### config.mk
export PLATFORM = sky130hd
export DESIGN_NAME = inst_prefetch_flat
export DESIGN_NICKNAME = d
export VERILOG_FILES = /design/src/rtl/inst_prefetch_if.sv /design/src/rtl/inst_prefetch.sv /design/src/flat_wrapper.sv
export SDC_FILE = /design/constraint.sdc
export NUM_CORES = 1
export LEC_CHECK = 0
export CAP_MARGIN = 25
export CORE_UTILIZATION = 31
export DETAILED_ROUTE_END_ITERATION = 10
export HOLD_SLACK_MARGIN = 0.08
export PLACE_DENSITY_LB_ADDON = 0.12
export SLEW_MARGIN = 20
export SYNTH_ARGS = -nofsm -noshare
export SYNTH_HDL_FRONTEND = slang
export SYNTH_SLANG_ARGS = --single-unit
### constraint.sdc
create_clock -name clk -period 13.31 [get_ports clk]
set_clock_uncertainty 0.05 [all_clocks]
set_input_delay 3.993 -clock clk [delete_from_list [all_inputs] [get_ports clk]]
set_output_delay 3.993 -clock clk [all_outputs]
set_load 0.02 [all_outputs]
### src/rtl/inst_prefetch_if.sv
// Prefetch bus bundle: instruction-memory request/response plus fetch-stage port.
// Pure wiring, no latency of its own.
// The master side (prefetcher) drives mem_req/mem_addr and the ir_* head outputs.
interface inst_prefetch_if;
    logic        mem_req;
    logic [31:0] mem_addr;
    logic        mem_gnt;
    logic        mem_rvalid;
    logic [31:0] mem_rdata;
    logic        ir_valid;
    logic [31:0] ir;
    logic [31:0] ir_pc;
    logic        ir_ready;
    logic        redirect;
    logic [31:0] redirect_pc;

    modport master (
        output mem_req, mem_addr, ir_valid, ir, ir_pc,
        input  mem_gnt, mem_rvalid, mem_rdata, ir_ready, redirect, redirect_pc
    );

    modport slave (
        input  mem_req, mem_addr, ir_valid, ir, ir_pc,
        output mem_gnt, mem_rvalid, mem_rdata, ir_ready, redirect, redirect_pc
    );
endinterface

### src/rtl/inst_prefetch.sv
// Instruction prefetch queue: sequential word reads ahead of fetch, in-order delivery, flush on redirect.
// Latency: response written in cycle N is visible on ir_valid in N+1; redirect in N gives new mem_req in N+1.
// Backpressure: ir_ready low holds the head; requests stop once queued + in-flight words reach DEPTH.
module inst_prefetch #(
    parameter int          DEPTH    = 4,
    parameter logic [31:0] RESET_PC = 32'h8000_0000
) (
    input  logic            clk,
    input  logic            rst,
    inst_prefetch_if.master bus
);
    localparam int          AW      = $clog2(DEPTH);
    localparam int          CW      = AW + 1;
    localparam logic [CW:0] DEPTH_W = (CW+1)'(DEPTH);

    logic [31:0]   fetch_pc;
    logic [31:0]   push_pc;
    logic [31:0]   q_ir [DEPTH];
    logic [31:0]   q_pc [DEPTH];
    logic [AW-1:0] rd_ptr;
    logic [AW-1:0] wr_ptr;
    logic [CW-1:0] count;
    logic [CW-1:0] outstanding;
    logic [CW-1:0] discard;
    logic          running;

    logic          grant;
    logic          rsp_ok;
    logic          rsp_push;
    logic          rsp_drop;
    logic          pop;
    logic [CW-1:0] grant_w;
    logic [CW-1:0] rsp_ok_w;
    logic [CW-1:0] rsp_push_w;
    logic [CW-1:0] rsp_drop_w;
    logic [CW-1:0] pop_w;

    // Sequential word increment; bit 31 (supervisor space) is never carried into.
    function automatic logic [31:0] next_pc(input logic [31:0] pc);
        return {pc[31], pc[30:2] + 29'd1, 2'b00};
    endfunction

    // All outputs come from registered state only; running keeps mem_req low for the first cycle out of reset.
    assign bus.mem_req  = running && (({1'b0, count} + {1'b0, outstanding}) < DEPTH_W);
    assign bus.mem_addr = fetch_pc;
    assign bus.ir_valid = (count != '0);
    assign bus.ir       = bus.ir_valid ? q_ir[rd_ptr] : '0;
    assign bus.ir_pc    = bus.ir_valid ? q_pc[rd_ptr] : '0;

    // A response with nothing pending is a protocol error and is ignored outright.
    assign grant    = bus.mem_req & bus.mem_gnt;
    assign rsp_ok   = bus.mem_rvalid && ((outstanding != '0) || (discard != '0));
    assign rsp_drop = rsp_ok && (discard != '0);
    assign rsp_push = rsp_ok && (discard == '0);
    assign pop      = bus.ir_valid & bus.ir_ready;

    assign grant_w    = CW'(grant);
    assign rsp_ok_w   = CW'(rsp_ok);
    assign rsp_push_w = CW'(rsp_push);
    assign rsp_drop_w = CW'(rsp_drop);
    assign pop_w      = CW'(pop);

    // Control state: PCs, pointers and the three occupancy counters; redirect overrides push/pop.
    always_ff @(posedge clk) begin
        if (rst) begin
            running     <= 1'b0;
            fetch_pc    <= RESET_PC;
            push_pc     <= RESET_PC;
            rd_ptr      <= '0;
            wr_ptr      <= '0;
            count       <= '0;
            outstanding <= '0;
            discard     <= '0;
        end else begin
            running <= 1'b1;
            if (bus.redirect) begin
                // Everything still owed by memory, including a grant happening now, becomes discard.
                fetch_pc    <= {bus.redirect_pc[31:2], 2'b00};
                push_pc     <= {bus.redirect_pc[31:2], 2'b00};
                rd_ptr      <= '0;
                wr_ptr      <= '0;
                count       <= '0;
                outstanding <= '0;
                discard     <= discard + outstanding + grant_w - rsp_ok_w;
            end else begin
                if (grant) begin
                    fetch_pc <= next_pc(fetch_pc);
                end
                if (rsp_push) begin
                    wr_ptr  <= wr_ptr + AW'(1);
                    push_pc <= next_pc(push_pc);
                end
                if (pop) begin
                    rd_ptr <= rd_ptr + AW'(1);
                end
                count       <= count + rsp_push_w - pop_w;
                outstanding <= outstanding + grant_w - rsp_push_w;
                discard     <= discard - rsp_drop_w;
            end
        end
    end

    // Queue storage: write the returned word with the PC it was fetched from.
    always_ff @(posedge clk) begin
        if (!rst && !bus.redirect && rsp_push) begin
            q_ir[wr_ptr] <= bus.mem_rdata;
            q_pc[wr_ptr] <= push_pc;
        end
    end
endmodule
### src/flat_wrapper.sv
// flat-port wrapper written by rule: the top's interface ports become plain ports
module inst_prefetch_flat 
#(
    parameter int          DEPTH    = 4,
    parameter logic [31:0] RESET_PC = 32'h8000_0000
)
  (clk, rst, bus_mem_req, bus_mem_addr, bus_ir_valid, bus_ir, bus_ir_pc, bus_mem_gnt, bus_mem_rvalid, bus_mem_rdata, bus_ir_ready, bus_redirect, bus_redirect_pc);
  inst_prefetch_if bus_i ();
  input  logic clk;
  input  logic rst;
  output wire logic [$bits(bus_i.mem_req)-1:0] bus_mem_req;
  output wire logic [$bits(bus_i.mem_addr)-1:0] bus_mem_addr;
  output wire logic [$bits(bus_i.ir_valid)-1:0] bus_ir_valid;
  output wire logic [$bits(bus_i.ir)-1:0] bus_ir;
  output wire logic [$bits(bus_i.ir_pc)-1:0] bus_ir_pc;
  input wire logic [$bits(bus_i.mem_gnt)-1:0] bus_mem_gnt;
  input wire logic [$bits(bus_i.mem_rvalid)-1:0] bus_mem_rvalid;
  input wire logic [$bits(bus_i.mem_rdata)-1:0] bus_mem_rdata;
  input wire logic [$bits(bus_i.ir_ready)-1:0] bus_ir_ready;
  input wire logic [$bits(bus_i.redirect)-1:0] bus_redirect;
  input wire logic [$bits(bus_i.redirect_pc)-1:0] bus_redirect_pc;
  assign bus_mem_req = bus_i.mem_req;
  assign bus_mem_addr = bus_i.mem_addr;
  assign bus_ir_valid = bus_i.ir_valid;
  assign bus_ir = bus_i.ir;
  assign bus_ir_pc = bus_i.ir_pc;
  assign bus_i.mem_gnt = bus_mem_gnt;
  assign bus_i.mem_rvalid = bus_mem_rvalid;
  assign bus_i.mem_rdata = bus_mem_rdata;
  assign bus_i.ir_ready = bus_ir_ready;
  assign bus_i.redirect = bus_redirect;
  assign bus_i.redirect_pc = bus_redirect_pc;
  inst_prefetch #(.DEPTH(DEPTH), .RESET_PC(RESET_PC)) u_core (.clk(clk), .rst(rst), .bus(bus_i));
endmodule
==> reports/metrics.yaml <==
design.portCount: 168
timing_worst_setup_path_type: "reg -> out"
holdBufCountCts: 0
required_time_of_the_critical_path_ns: 9.27
worstSetupEndpointType: "primary output"
cts_buffer_depth: 3
largest_net_degree_at_the_start_of_global_routing: 69
post-place-ws_ns: 5.55
finalWorstPathRequiredPeriod_ns: 7.43
hold_path_depth: 2
timing.final.setup_violations: 0
overflow: 0
area.growth.synth_to_final_pct: 24.9
worstMarginPinSlew_ns: 1.04
drcViolationCount: 0
crit_reg_reg_startpoint: "u_core.discard[2]"
status: "finished, final reports clean"
synth_top_area_share_pct: 53.4
synth_compound_gate_area_share_pct: 6.79
final_max_slew_viol_count: 0
synth_top_family_by_area: "simple AND/OR/NAND/NOR gates"
power.ir.vdd_worst_uv: 81.6
routed_via_density: 4.99
postLayoutCellArea_um2: 17400
asr_flop_ratio_synth_pct: 0
grt_setup_unrepaired: "no"
grtUsageTotal_pct: 15.3
critPathLaunchType: "flip-flop"
area_share_of_fa_ha_maj_cells_after_synthesis_pct: 2.01
worst-path-max-fanout: 34
min-delay-start: "u_core.wr_ptr[1]"
synth-seq-cells: 323
tritoncts_clock_tree: "done"
synth_xor_area_share_pct: 1.24
power_density_nw_per_um2: 139
max-slew-margin-rel_pct: 30.0
die_y_extent_um: 214
clk_root_buffer_cell: "clkbuf_16"
wire_per_inst_um: 20.0
postCtsResizedCells: 0
synth-main-ff-cell: "edfxtp_1"
multiplexer_share_of_the_synthesized_area_pct: 10.2
layout_worst_path_cycle_share_pct: 55.9
yosys_warnings: 0
timing.hold.ws_ns: 0.448
min-delay-path-class: "reg -> reg"
placed_cell_area_um2: 16200
synth.avg_cell_area_um2: 14.6
data_arrival_time_of_the_worst_path_ns: 3.39
synth.most_common_cell: "edfxtp_1"
routed_wirelength_mm: 34.8
total_leakage_power_nw: 5.60
clock_sinks: 323
drt_pass1_iterations: 4
grt_pass1_wl_mm: 54.0
mappedNetlistArea_um2: 13900
drt-initial-drc-count: 545
cts_setup_buffers: 0
hold_viol: 0
clock_slew_at_reported_path_ffs_ns: 0.06
count_of_unique_library_cells_instantiated_by_yosys: 60
cts_inserted_buffers: 39
synthSimpleGateAreaFrac_pct: 13.0
dp_hpwl_mm: 21.6
layout_setup_ws_ns: 5.88
fin_tns_setup_ns: 0
maxClockFrequency_ghz: 0.135
dieArea_um2: 45800
proportion_of_layout_cells_with_a_drive_suffix_above_1_pct: 13.2
synth_enable_flop_cells: 248
timing.reg2reg.worst_path_depth: 4
finalWeightedCongestion: 0.759
synth.area.top_cells: "edfxtp_1 (53%), dfxtp_1 (11%), mux4_2 (10%)"
cts_max_level: 2
core_region_area_um2: 44300
yosys-top-cells-count: "edfxtp_1 (248), dfxtp_1 (75), and2_1 (74)"
yosysSeqAreaShare_pct: 64.2
grt_pass1_vias: 8877
netlist_instances: 955
maxCapViolCount: 0
fp-row-count: 77
ant_nets: 0
chipWidth_um: 214
io_buffers: 161
initial_cell_density_of_the_core_pct: 31.5
later_pin_clock_latency_in_the_skew_report_ns: 0.54
finalNetCount: 1206
via_count: 8667
synthDominantAreaCellType: "edfxtp_1"
antenna_found_initial: 0
-- critical path, stage by stage (launching register included) --
cell and delay, ns:
dfxtp_4 0.85, buf_4 0.65, mux4_2 0.59, and2_1 0.19, clkdlybuf4s50_1 0.56
-- path summary, 6_finish.rpt --
kind                                     endpoint  slack [ns]
worst max-delay path                bus_ir_pc[15]        5.88
worst min-delay path             u_core.wr_ptr[1]        0.45
worst max register to register  u_core.q_pc[1][6]        9.74
worst min register to register   u_core.wr_ptr[1]        0.45
-- state kept, by name (all words and copies together), names as in the netlist, named ones only --
signal and flops:
u_core.q_ir 128, u_core.q_pc 120, u_core.push_pc 30, u_core.bus.mem_addr 29
u_core.count 3, u_core.discard 3, u_core.outstanding 3, u_core.rd_ptr 2
u_core.wr_ptr 2, u_core.running 1
-- stage by stage --
stage          util [%]  total power [mW]  cells
3_5_place_dp       36.5              1.40   1667
4_1_cts            39.3              2.45   1737
3_3_place_gp       36.5              1.40   1665
2_1_floorplan         -              1.29    958
6_report           39.3              2.41   1738
5_1_grt            39.3              2.52   1737
-- routing by layer --
metal | vias to the layer above | track usage, % | wire length [um]
li1 | 4068 | - | -
met1 | 4314 | 21.3 | 16500
met2 | 239 | 24.1 | 16000
met3 | 46 | 3.30 | 1620
met4 | 0 | 4.10 | 682
met5 | - | 0 | 0
-- report_power, final --
part           switching [mW]  total, mW  internal, mW
logic                   0.127      0.238         0.112
registers              0.0359       1.14          1.11
clock network           0.410       1.03         0.623
-- cell usage in the layout, fill, tap and decap left out, drive strengths merged, types with 5 or more instances in the layout --
cell / instances
dfxtp: 75
o21ai: 17
a211o: 5
clkdlybuf4s50: 160
ha: 16
a211oi: 12
clkbuf: 49
and4: 16
nand4: 27
a21oi: 9
nand2: 43
and3: 13
inv: 29
a21boi: 11
xor2: 6
o21a: 15
or4: 14
clkinv: 14
a31oi: 17
nor3: 19
o31a: 12
o31ai: 11
nor4: 22
nor2: 34
mux4: 62
or3: 8
o211ai: 8
and2: 74
xnor2: 11
edfxtp: 248
nand3: 25
buf: 15
-- cell type report --
class,count,area (um2)
flip-flops and latches,323,8950
well taps,592,741
diodes,1,2.50
multi-input cells,548,4660
repair buffers,175,1720
clock inverters,21,211
fillers,4192,26900
inverters,29,109
clock buffers,49,1020
-- cell families (layout without fill, tap and decap cells) --
group / Yosys count / count (layout)
muxes: 64 / 64
adders and majority gates: 20 / 20
AOI/OAI and AO/OA: 131 / 131
DFF: 323 / 323
and+or+nand+nor: 311 / 311
other: 1 / 5
xor gates and xnor gates: 18 / 18
buffers and inverters: 87 / 274
Power figures use the tool's default switching activity.
